$ cat config.mk
export PLATFORM = sky130hd
export DESIGN_NAME = ppu_fb_writer
export DESIGN_NICKNAME = d
export VERILOG_FILES = /design/src/rtl/ppu_pkg.sv /design/src/rtl/ppu_fb_fifo.sv /design/src/rtl/ppu_fb_writer.sv
export SDC_FILE = /design/constraint.sdc
export NUM_CORES = 1
export LEC_CHECK = 0
export ABC_AREA = 1
export CAP_MARGIN = 20
export CORE_MARGIN = 2
export CORE_UTILIZATION = 40
export CTS_BUF_LIST = sky130_fd_sc_hd__clkbuf_4
export DETAILED_ROUTE_END_ITERATION = 16
export GPL_TIMING_DRIVEN = 0
export PLACE_DENSITY = 0.63
export SETUP_SLACK_MARGIN = 0.3
export SLEW_MARGIN = 20
export SYNTH_ARGS = -nofsm -noshare
export SYNTH_HDL_FRONTEND = slang
export SYNTH_SLANG_ARGS = --single-unit
$ cat constraint.sdc
create_clock -name clk -period 3.6 [get_ports clk]
set_input_delay 1.08 -clock clk [delete_from_list [all_inputs] [get_ports clk]]
set_output_delay 1.08 -clock clk [all_outputs]
set_load 0.01 [all_outputs]
$ cat src/rtl/ppu_pkg.sv
// rtl/ppu_pkg.sv - shared types and helpers for the PPU framebuffer writer
package ppu_pkg;

  typedef enum logic [1:0] {
    H_BLANK = 2'd0,
    V_BLANK = 2'd1,
    SCAN    = 2'd2,
    DRAW    = 2'd3
  } ppu_mode_t;

  typedef enum logic [1:0] {
    IDLE  = 2'd0,
    LINE  = 2'd1,
    FLUSH = 2'd2,
    VBL   = 2'd3
  } fb_wr_state_t;

  localparam int FB_BYTES_PER_LINE = 40;
  localparam int FB_BYTES          = 5760;
  localparam int FB_ADDR_W         = 13;
  localparam int FB_REQ_W          = FB_ADDR_W + 8;

  function automatic logic [FB_ADDR_W-1:0] fb_byte_addr(input logic [7:0] y,
                                                        input logic [5:0] xb);
    return (FB_ADDR_W'(y) * FB_ADDR_W'(FB_BYTES_PER_LINE)) + FB_ADDR_W'(xb);
  endfunction

  // Palette lookup: colour index idx selects bgp[2*idx+1 -: 2].
  function automatic logic [1:0] bgp_shade(input logic [7:0] bgp,
                                           input logic [1:0] idx);
    return bgp[{idx, 1'b1} -: 2];
  endfunction

endpackage

$ cat src/rtl/ppu_fb_fifo.sv
// rtl/ppu_fb_fifo.sv - synchronous write-request FIFO between the packer and framebuffer port
module ppu_fb_fifo #(
  parameter int DEPTH = 4,
  parameter int W     = 21
) (
  input  logic         clk,
  input  logic         rst_n,
  input  logic         push,
  input  logic [W-1:0] push_data,
  input  logic         pop,
  output logic [W-1:0] head,
  output logic         full,
  output logic         empty
);

  localparam int AW    = (DEPTH > 1) ? $clog2(DEPTH) : 1;
  localparam int CNT_W = AW + 1;

  logic [W-1:0]     mem [DEPTH];
  logic [AW-1:0]    wr_ptr;
  logic [AW-1:0]    rd_ptr;
  logic [CNT_W-1:0] count;
  logic             do_push;
  logic             do_pop;

  assign full  = (count == CNT_W'(DEPTH));
  assign empty = (count == '0);
  assign do_pop  = pop && !empty;
  // A push into a full FIFO is still accepted when the head leaves the same cycle.
  assign do_push = push && (!full || do_pop);
  assign head    = mem[rd_ptr];

  always_ff @(posedge clk) begin
    if (do_push) begin
      mem[wr_ptr] <= push_data;
    end
  end

  always_ff @(posedge clk or negedge rst_n) begin
    if (!rst_n) begin
      wr_ptr <= '0;
      rd_ptr <= '0;
      count  <= '0;
    end else begin
      if (do_push) begin
        wr_ptr <= wr_ptr + AW'(1);
      end
      if (do_pop) begin
        rd_ptr <= rd_ptr + AW'(1);
      end
      case ({do_push, do_pop})
        2'b10:   count <= count + CNT_W'(1);
        2'b01:   count <= count - CNT_W'(1);
        default: count <= count;
      endcase
    end
  end

endmodule

$ cat src/rtl/ppu_fb_writer.sv
// rtl/ppu_fb_writer.sv - palette-maps PPU pixels, packs 4 per byte and writes the 160x144 framebuffer
// Optional FB_DOUBLE_BUFFER_EN: fb_sel toggles on every frame_done.
module ppu_fb_writer
  import ppu_pkg::*;
#(
  parameter int FIFO_DEPTH = 4,
  parameter int LINE_PX    = 160,
  parameter int LINES      = 144
) (
  input  logic        clk,
  input  logic        rst_n,
  input  logic [1:0]  px_in,
  input  logic        px_valid,
  input  logic [1:0]  ppu_mode,
  input  logic [7:0]  bgp,
  input  logic        lcd_en,
  output logic        fb_wr,
  output logic [12:0] fb_addr,
  output logic [7:0]  fb_wdata,
  input  logic        fb_ready,
  output logic        fb_sel,
  output logic        frame_done,
  output logic        ovf
);

  localparam logic [7:0] LINE_PX_B = 8'(LINE_PX);
  localparam logic [7:0] LINES_B   = 8'(LINES);

  fb_wr_state_t          state;
  logic [7:0]            x;
  logic [7:0]            y;
  logic [7:0]            pack;
  logic [1:0]            cnt;
  logic [1:0]            prev_mode;

  logic [1:0]            shade;
  logic                  vbl_entry;
  logic                  px_take;
  logic                  flush_push;
  logic                  push;
  logic [7:0]            padded;
  logic [FB_REQ_W-1:0]   push_data;
  logic [FB_REQ_W-1:0]   head;
  logic                  fifo_full;
  logic                  fifo_empty;
  logic                  pop;
  logic [FB_ADDR_W-1:0]  cur_addr;

  assign shade     = bgp_shade(bgp, px_in);
  assign vbl_entry = lcd_en && (ppu_mode == V_BLANK) && (prev_mode != V_BLANK);
  assign px_take   = lcd_en && !vbl_entry && (state == LINE) && (ppu_mode == DRAW) &&
                     px_valid && (x < LINE_PX_B) && (y < LINES_B);
  assign flush_push = lcd_en && !vbl_entry && (state == FLUSH) && (cnt != 2'd0);
  assign push       = (px_take && (cnt == 2'd3)) || flush_push;
  assign cur_addr   = fb_byte_addr(y, x[7:2]);

  // Left-align the pending pixels so the first pixel of the group sits in [7:6].
  always_comb begin
    padded = pack;
    case (cnt)
      2'd1:    padded = {pack[1:0], 6'b0};
      2'd2:    padded = {pack[3:0], 4'b0};
      2'd3:    padded = {pack[5:0], 2'b0};
      default: padded = pack;
    endcase
  end

  always_comb begin
    push_data = {cur_addr, padded};
    if (px_take) begin
      push_data = {cur_addr, pack[5:0], shade};
    end
  end

  always_ff @(posedge clk or negedge rst_n) begin
    if (!rst_n) begin
      state      <= IDLE;
      x          <= '0;
      y          <= '0;
      pack       <= '0;
      cnt        <= '0;
      prev_mode  <= H_BLANK;
      frame_done <= 1'b0;
      ovf        <= 1'b0;
    end else begin
      prev_mode  <= ppu_mode;
      frame_done <= 1'b0;
      if (push && fifo_full && !pop) begin
        ovf <= 1'b1;
      end
      if (!lcd_en) begin
        state <= IDLE;
        x     <= '0;
        y     <= '0;
        cnt   <= '0;
      end else if (vbl_entry) begin
        state      <= VBL;
        x          <= '0;
        y          <= '0;
        cnt        <= '0;
        frame_done <= 1'b1;
      end else begin
        case (state)
          IDLE: begin
            if (ppu_mode == DRAW) begin
              state <= LINE;
            end
          end
          LINE: begin
            if (ppu_mode != DRAW) begin
              state <= FLUSH;
            end else if (px_take) begin
              pack <= {pack[5:0], shade};
              cnt  <= cnt + 2'd1;
              x    <= x + 8'd1;
            end
          end
          FLUSH: begin
            x     <= '0;
            cnt   <= '0;
            state <= IDLE;
            if (y != 8'hFF) begin
              y <= y + 8'd1;
            end
          end
          VBL: begin
            y <= '0;
            if (ppu_mode == SCAN) begin
              state <= IDLE;
            end
          end
          default: state <= IDLE;
        endcase
      end
    end
  end

`ifdef FB_DOUBLE_BUFFER_EN
  logic fb_sel_q;

  always_ff @(posedge clk or negedge rst_n) begin
    if (!rst_n) begin
      fb_sel_q <= 1'b0;
    end else if (vbl_entry) begin
      fb_sel_q <= !fb_sel_q;
    end
  end

  assign fb_sel = fb_sel_q;
`else
  assign fb_sel = 1'b0;
`endif

  ppu_fb_fifo #(
    .DEPTH (FIFO_DEPTH),
    .W     (FB_REQ_W)
  ) u_fifo (
    .clk       (clk),
    .rst_n     (rst_n),
    .push      (push),
    .push_data (push_data),
    .pop       (pop),
    .head      (head),
    .full      (fifo_full),
    .empty     (fifo_empty)
  );

  assign fb_wr = !fifo_empty;
  assign pop   = fb_wr && fb_ready;
  // Head storage is not reset, so mask it while nothing is queued.
  assign {fb_addr, fb_wdata} = fifo_empty ? '0 : head;

endmodule
==> impl_metrics.toml, run 1 <==
[timing]
max_slew_margin_pct = 50.9
report.final.slew_viol_count = 0
setup-tns-final_ps = 0
final_hold_viol_count = 0
period_needed_ps = 3410
max_clock_freq_mhz = 293
finalClockSkew_ps = 20.3
hold_slack_ps = 411
min_period_over_period_pct = 94.7
setup_viol = 0
worstMarginPinSlew_ps = 735
fin_ws_ps = 191
grt_setup_unrepaired = "true"

[clock_network]
numCtsBuffers = 17
clk-insertion-delay-late_ps = 550
cts.sinks = 123
cts.path.max_buffers = 2
cts_hold_buf = 0
clk_pin_slew_ps = 110
cts-root-buf = "clkbuf_4"
cts_tree = "done"
cts.htree.levels = 4

[logic_synthesis]
ys_seq_area_share_pct = 53.7
synth-edff-count = 84
async_reset_ff_share_pct = 31.7
synth_top_area_share_pct = 38.7
yosysTopAreaCell = "edfxtp_1"
ys_ff_latch = 123
synth.avg_cell_area_um2 = 9.39
synthTopCellsByArea = "edfxtp_1 (39%), dfrtp_1 (15%), nor2_1 (7.0%)"
synth_area_um2 = 6510
synth_ff_type = "edfxtp_1"
syn_nets = 744
ys_types = 41
yosysWarnings = 0
syn_inst = 693

[floorplan]
die_w_um = 132
core_um2 = 15900
start_util_pct = 41.0
die_h_um = 132
dieArea_um2 = 17300
ios = 42
rows = 46

[drt]
drt_iter0_drc = 368
drt.antenna.violating_nets = 0
wl_per_cell_um = 14.5
drcViolationCount = 0
wirelength_mm = 14.3
vias_per_cell = 4.99
num_vias = 4912
drt_first_pass_iters = 5

[critical_path]
crit_chain = "buf_4 > inv_2 > clkbuf_4 > o21ai_0 > a21oi_2 > clkdlybuf4s50_1"
cp_slowest_stage_delay_ps = 570
r2r_cells = 13
required_ps = 2520
critical_path_class = "reg -> out"
cp_max_fo = 10
worst_ep_arrival_time_ps = 2330
cp-end-kind = "output port"
cp-start-kind = "flip-flop"
critPathSlowestCell = "clkdlybuf4s50_1"

[final_layout]
num-fill-cells = 1507
drive_above_1_share_pct = 12.4
mostFrequentLayoutCell = "nor2_1"
syn2layout_area_growth_pct = 16.1
layout_common_cells = "nor2_1 (118), nand2_1 (104), edfxtp_1 (84), inv_1 (70), o21ai_0 (65)"
fin_nets = 804

[placement]
dp_slack_ps = -178
gp_congestion = 0.808
dp_hpwl_mm = 9.85
io_buffers = 40

[grt]
overflow = 0
grt_max_degree = 31
grt_pass1_vias = 4753
grt.total_usage_pct = 17.2
grt_pass1_wl_mm = 23.6
antenna_found_initial = 1

[pwr]
ir_drop_v = 0.000233
power_leakage_nw = 3.25
p_per_area_nw_per_um2 = 646
power_mw = 4.88

[worst_hold_path]
hp-class = "in -> async"

[job]
cap_violations = 0

[outcome]
outcome = "complete, no violations"
-- logic make-up after synthesis --
kind of cell	count (synthesis)	share of synthesized area (%)
DFF	123	53.7
AOI/OAI and AO/OA	111	9.76
other	1	0.0576
and+or+nand+nor	317	21.9
muxes	1	0.154
buffers and inverters	96	6.15
adders and majority gates	34	6.88
xor gates and xnor gates	10	1.35
-- per-stage QoR --
step                instance area, µm²  instances  utilization, %
floorplan                         6510        693               -
global placement                  7180        949            45.2
detailed placement                7230        950            45.5
CTS                               7520        982            47.3
global route                      7560        984            47.6
finish                            7560        984            47.6
-- worst max-delay path, delay by kind of cell (launching register included) --
kind / cells / cell delay (ps)
compound gates: 2 / 350
buf+inv: 4 / 1060
flops: 1 / 380
-- sequential cells by signal, indices dropped and copies added (netlist names) --
name	cells
prev_mode	2
cnt	2
u_fifo.wr_ptr	2
y	8
pack	8
frame_done	1
u_fifo.count	3
u_fifo.mem	84
x	8
ovf	1
state	2
u_fifo.rd_ptr	2
-- cell usage after synthesis, types with 3 or more instances --
master and instances:
o211ai_1 3, a21oi_1 27, fa_1 3, dfrtp_1 39, nor2_1 122, nand2_1 104
clkbuf_1 11, xnor2_1 4, edfxtp_1 84, nand3_1 52, buf_2 6, o21ai_0 65
inv_2 4, nor2_2 3, inv_1 70, o21ai_2 7, nand2_2 4, ha_1 31
nor3_1 5, nand4_1 11, nand3_2 7, xor2_1 6
-- final timing paths --
check,from,end,slack [ps]
worst min-delay path,rst_n,u_fifo.rd_ptr[0],410
max in group asynchronous,rst_n,pack[1],2710
worst max-delay path,u_fifo.rd_ptr[0],fb_addr[5],190
worst min register to register,pack[6],pack[6],500
min in group clk,pack[6],pack[6],500
worst max register to register,cnt[0],u_fifo.count[2],770
-- routing by layer --
metal,share of wire (%),wire length (µm),track usage (%),up-vias
met5,0,0,0,-
met4,1.6,225,6.04,0
met3,3.7,532,3.97,21
met2,48,6880,28.0,106
met1,46,6610,22.7,2330
li1,-,-,-,2455
-- final cells by class --
type | count | area [µm²] | area share, %
Tap cell | 216 | 270 | 3.58
Buffer | 22 | 169 | 2.24
Timing Repair Buffer | 41 | 414 | 5.48
Sequential cell | 123 | 3500 | 46.3
Clock buffer | 19 | 143 | 1.89
Inverter | 74 | 278 | 3.68
Clock inverter | 13 | 129 | 1.71
Multi-Input combinational cell | 474 | 2650 | 35.1
Antenna cell | 2 | 5.00 | 0.0662
-- where the power goes --
group	leakage (nW)	switching, mW	total (mW)	internal [mW]
combinational	1.82	1.26	2.07	0.813
sequential	1.29	0.130	1.87	1.74
clock	0.145	0.520	0.939	0.419
total	3.25	1.91	4.88	2.97
-- timing repair --
item	4_1_cts	5_1_grt
setup buffers	0	0
resized for setup	33	13
pin swaps	1	4
setup endpoints to repair	21	10
Power figures use the tool's default switching activity.
==> inputs of run 2 (changes only) <==
--- a/config.mk
+++ b/config.mk
@@ -7,12 +7,14 @@
 export LEC_CHECK = 0
 export ABC_AREA = 1
 export CAP_MARGIN = 20
+export CELL_PAD_IN_SITES_DETAIL_PLACEMENT = 1
+export CELL_PAD_IN_SITES_GLOBAL_PLACEMENT = 2
 export CORE_MARGIN = 2
-export CORE_UTILIZATION = 40
+export CORE_UTILIZATION = 39
 export CTS_BUF_LIST = sky130_fd_sc_hd__clkbuf_4
 export DETAILED_ROUTE_END_ITERATION = 16
 export GPL_TIMING_DRIVEN = 0
-export PLACE_DENSITY = 0.63
+export PLACE_DENSITY = 0.87
 export SETUP_SLACK_MARGIN = 0.3
 export SLEW_MARGIN = 20
 export SYNTH_ARGS = -nofsm -noshare
==> run 2 against run 1 <==
Effect of this change: worst hold slack improved by 25 ps; first-iteration DRC count decreased by 23%; via count increased by 3.1%; sequential share of layout area decreased by 0.37 points; clock skew increased by 5.7 ps; setup slack improved by 150 ps; clock power decreased by 6.2%; sequential power about the same; critical path depth unchanged; final cell count increased by 0.41%; highest routed layer unchanged; largest cell class unchanged; power increased by 1.7%; global-route usage increased by 2.3 points.
==> impl_metrics.toml, run 2 (synthesized netlist as in run 1, its figures left out) <==
[placement]
dp.cells = 954
dp_hpwl_mm = 11.9
dp_slack_ps = -228
placed_area_um2 = 7230
io_buffers = 40
gp_congestion = 0.783

[timing]
max_slew_margin_pct = 47.6
setup_viol = 0
finalClockSkew_ps = 26.0
grt_setup_unrepaired = "true"
worstMarginPinSlew_ps = 784
min_period_over_period_pct = 90.6
final_hold_viol_count = 0
fin_ws_ps = 339
report.final.slew_viol_count = 0
max_clock_freq_mhz = 307
setup-tns-final_ps = 0
period_needed_ps = 3260

[critical_path]
endpoint = "fb_addr[11]"
cp_max_fo = 10
required_ps = 2520
worst_ep_arrival_time_ps = 2180
critical_path_class = "reg -> out"
cp_slowest_stage_delay_ps = 550
r2r_start = "cnt[0]"
crit_chain = "buf_4 > inv_2 > buf_6 > o21ai_0 > a21oi_1 > clkdlybuf4s50_1"
critical_path.startpoint = "u_fifo.rd_ptr[0]"
cp-start-kind = "flip-flop"
critPathSlowestCell = "clkdlybuf4s50_1"
cp-end-kind = "output port"
r2r_cells = 13
worst-r2r-setup-slack_ps = 790
r2r-end = "u_fifo.count[2]"

[final_layout]
antennaDiodeCount = 0
fin_cells = 988
mostFrequentLayoutCell = "nor2_1"
fin_util_pct = 46.3
design_area_um2 = 7620
syn2layout_area_growth_pct = 17.0
drive_above_1_share_pct = 12.1
largest_reg_flops = 84
layout_common_cells = "nor2_1 (118), nand2_1 (104), edfxtp_1 (84), inv_1 (70), o21ai_0 (65)"
fin_nets = 806
regMostFlops = "u_fifo.mem"

[clock_network]
numCtsBuffers = 17
clk-insertion-delay-late_ps = 540
cts_hold_buf = 0
cts_tree = "done"
cts.path.max_buffers = 2
clk_pin_slew_ps = 110
cts.htree.levels = 4
cts.sinks = 123
cts-root-buf = "clkbuf_4"

[drt]
drt_first_pass_iters = 5
wirelength_mm = 16.7
vias_per_cell = 5.13
drcViolationCount = 0
drt_iter0_drc = 282
num_vias = 5064
wl_per_cell_um = 16.9
drt.antenna.violating_nets = 0

[grt]
grt.total_usage_pct = 19.5
grt_max_degree = 29
grt_pass1_vias = 5478
antenna_found_initial = 0
overflow = 0
grt_pass1_wl_mm = 27.2

[pwr]
clkPwrFrac_pct = 17.7
p_int_mw = 2.98
p_seq_share_pct = 37.8
p_per_area_nw_per_um2 = 652
combPwrFrac_pct = 44.5
ir_drop_v = 0.000297
p_switching_mw = 1.98
power.share.switching_pct = 39.9
power_leakage_nw = 3.33

[job]
cap_violations = 0

[floorplan]
start_util_pct = 39.5
die_h_um = 133
die_w_um = 133
rows = 47
ios = 42
dieArea_um2 = 17700
core_um2 = 16500

[outcome]
outcome = "complete, no violations"

[worst_hold_path]
hp-class = "in -> async"
run 2: cell types whose count changed in the layout (fill, tap and decap cells not counted), sizes merged:
cell           change
buf                +1
bufinv             -1
clkbuf             +4
clkdlybuf4s50      -1
clkinvlp           -2
diode              -2
dlygate4sd2        -6
dlymetal6s2s       +7
run 2: timing repair:
action / CTS / global route
setup buffers: 0 / 2
endpoints found under the setup margin: 21 / 15
resized for setup: 33 / 24
hold endpoints to repair: 0 / 0
pin swaps: 1 / 1
run 2: worst min path at each step:
stage,startpoint,endpoint
floorplan,pack[6],pack[6]
global placement,pack[6],pack[6]
detailed placement,pack[6],pack[6]
CTS,rst_n,u_fifo.count[0]
global route,rst_n,u_fifo.rd_ptr[0]
finish,rst_n,u_fifo.rd_ptr[0]
run 2: area by class of cell:
cell class,instances,area [µm²]
plain buffers,22,205
clock buffers,22,165
clock inverters,10,80.1
fillers,1900,8850
inverters,74,278
multi-input cells,474,2660
flip-flops and latches,123,3500
well taps,220,275
repair buffers,43,454
run 2: metal layers:
metal | wire length [µm] | GRT usage, %
met1 | 7510 | 24.0
met2 | 8540 | 34.7
met3 | 473 | 4.03
met4 | 204 | 5.97
met5 | 0 | 0
run 2: through the flow:
| stage | power, mW | hold slack [ps] |
|---|---|---|
| 6_report | 4.96 | 436 |
| 3_3_place_gp | 3.97 | 458 |
| 5_1_grt | 5.31 | 430 |
| 3_5_place_dp | 4.10 | 477 |
| 2_1_floorplan | 3.13 | 444 |
| 4_1_cts | 5.01 | 428 |
run 2: critical path: cells and delay by family, from the launching register on:
family	cells	cell delay [ps]
DFF	1	380
buffers and inverters	4	1010
AOI/OAI and AO/OA	2	240
run 2: power groups by stage:
stage	Sequential, mW	Combinational (mW)	Clock (mW)
6_report	1.88	2.21	0.881
3_3_place_gp	1.89	2.07	0
2_1_floorplan	1.86	1.27	0
5_1_grt	1.90	2.45	0.959
4_1_cts	1.88	2.24	0.891
3_5_place_dp	1.90	2.20	0
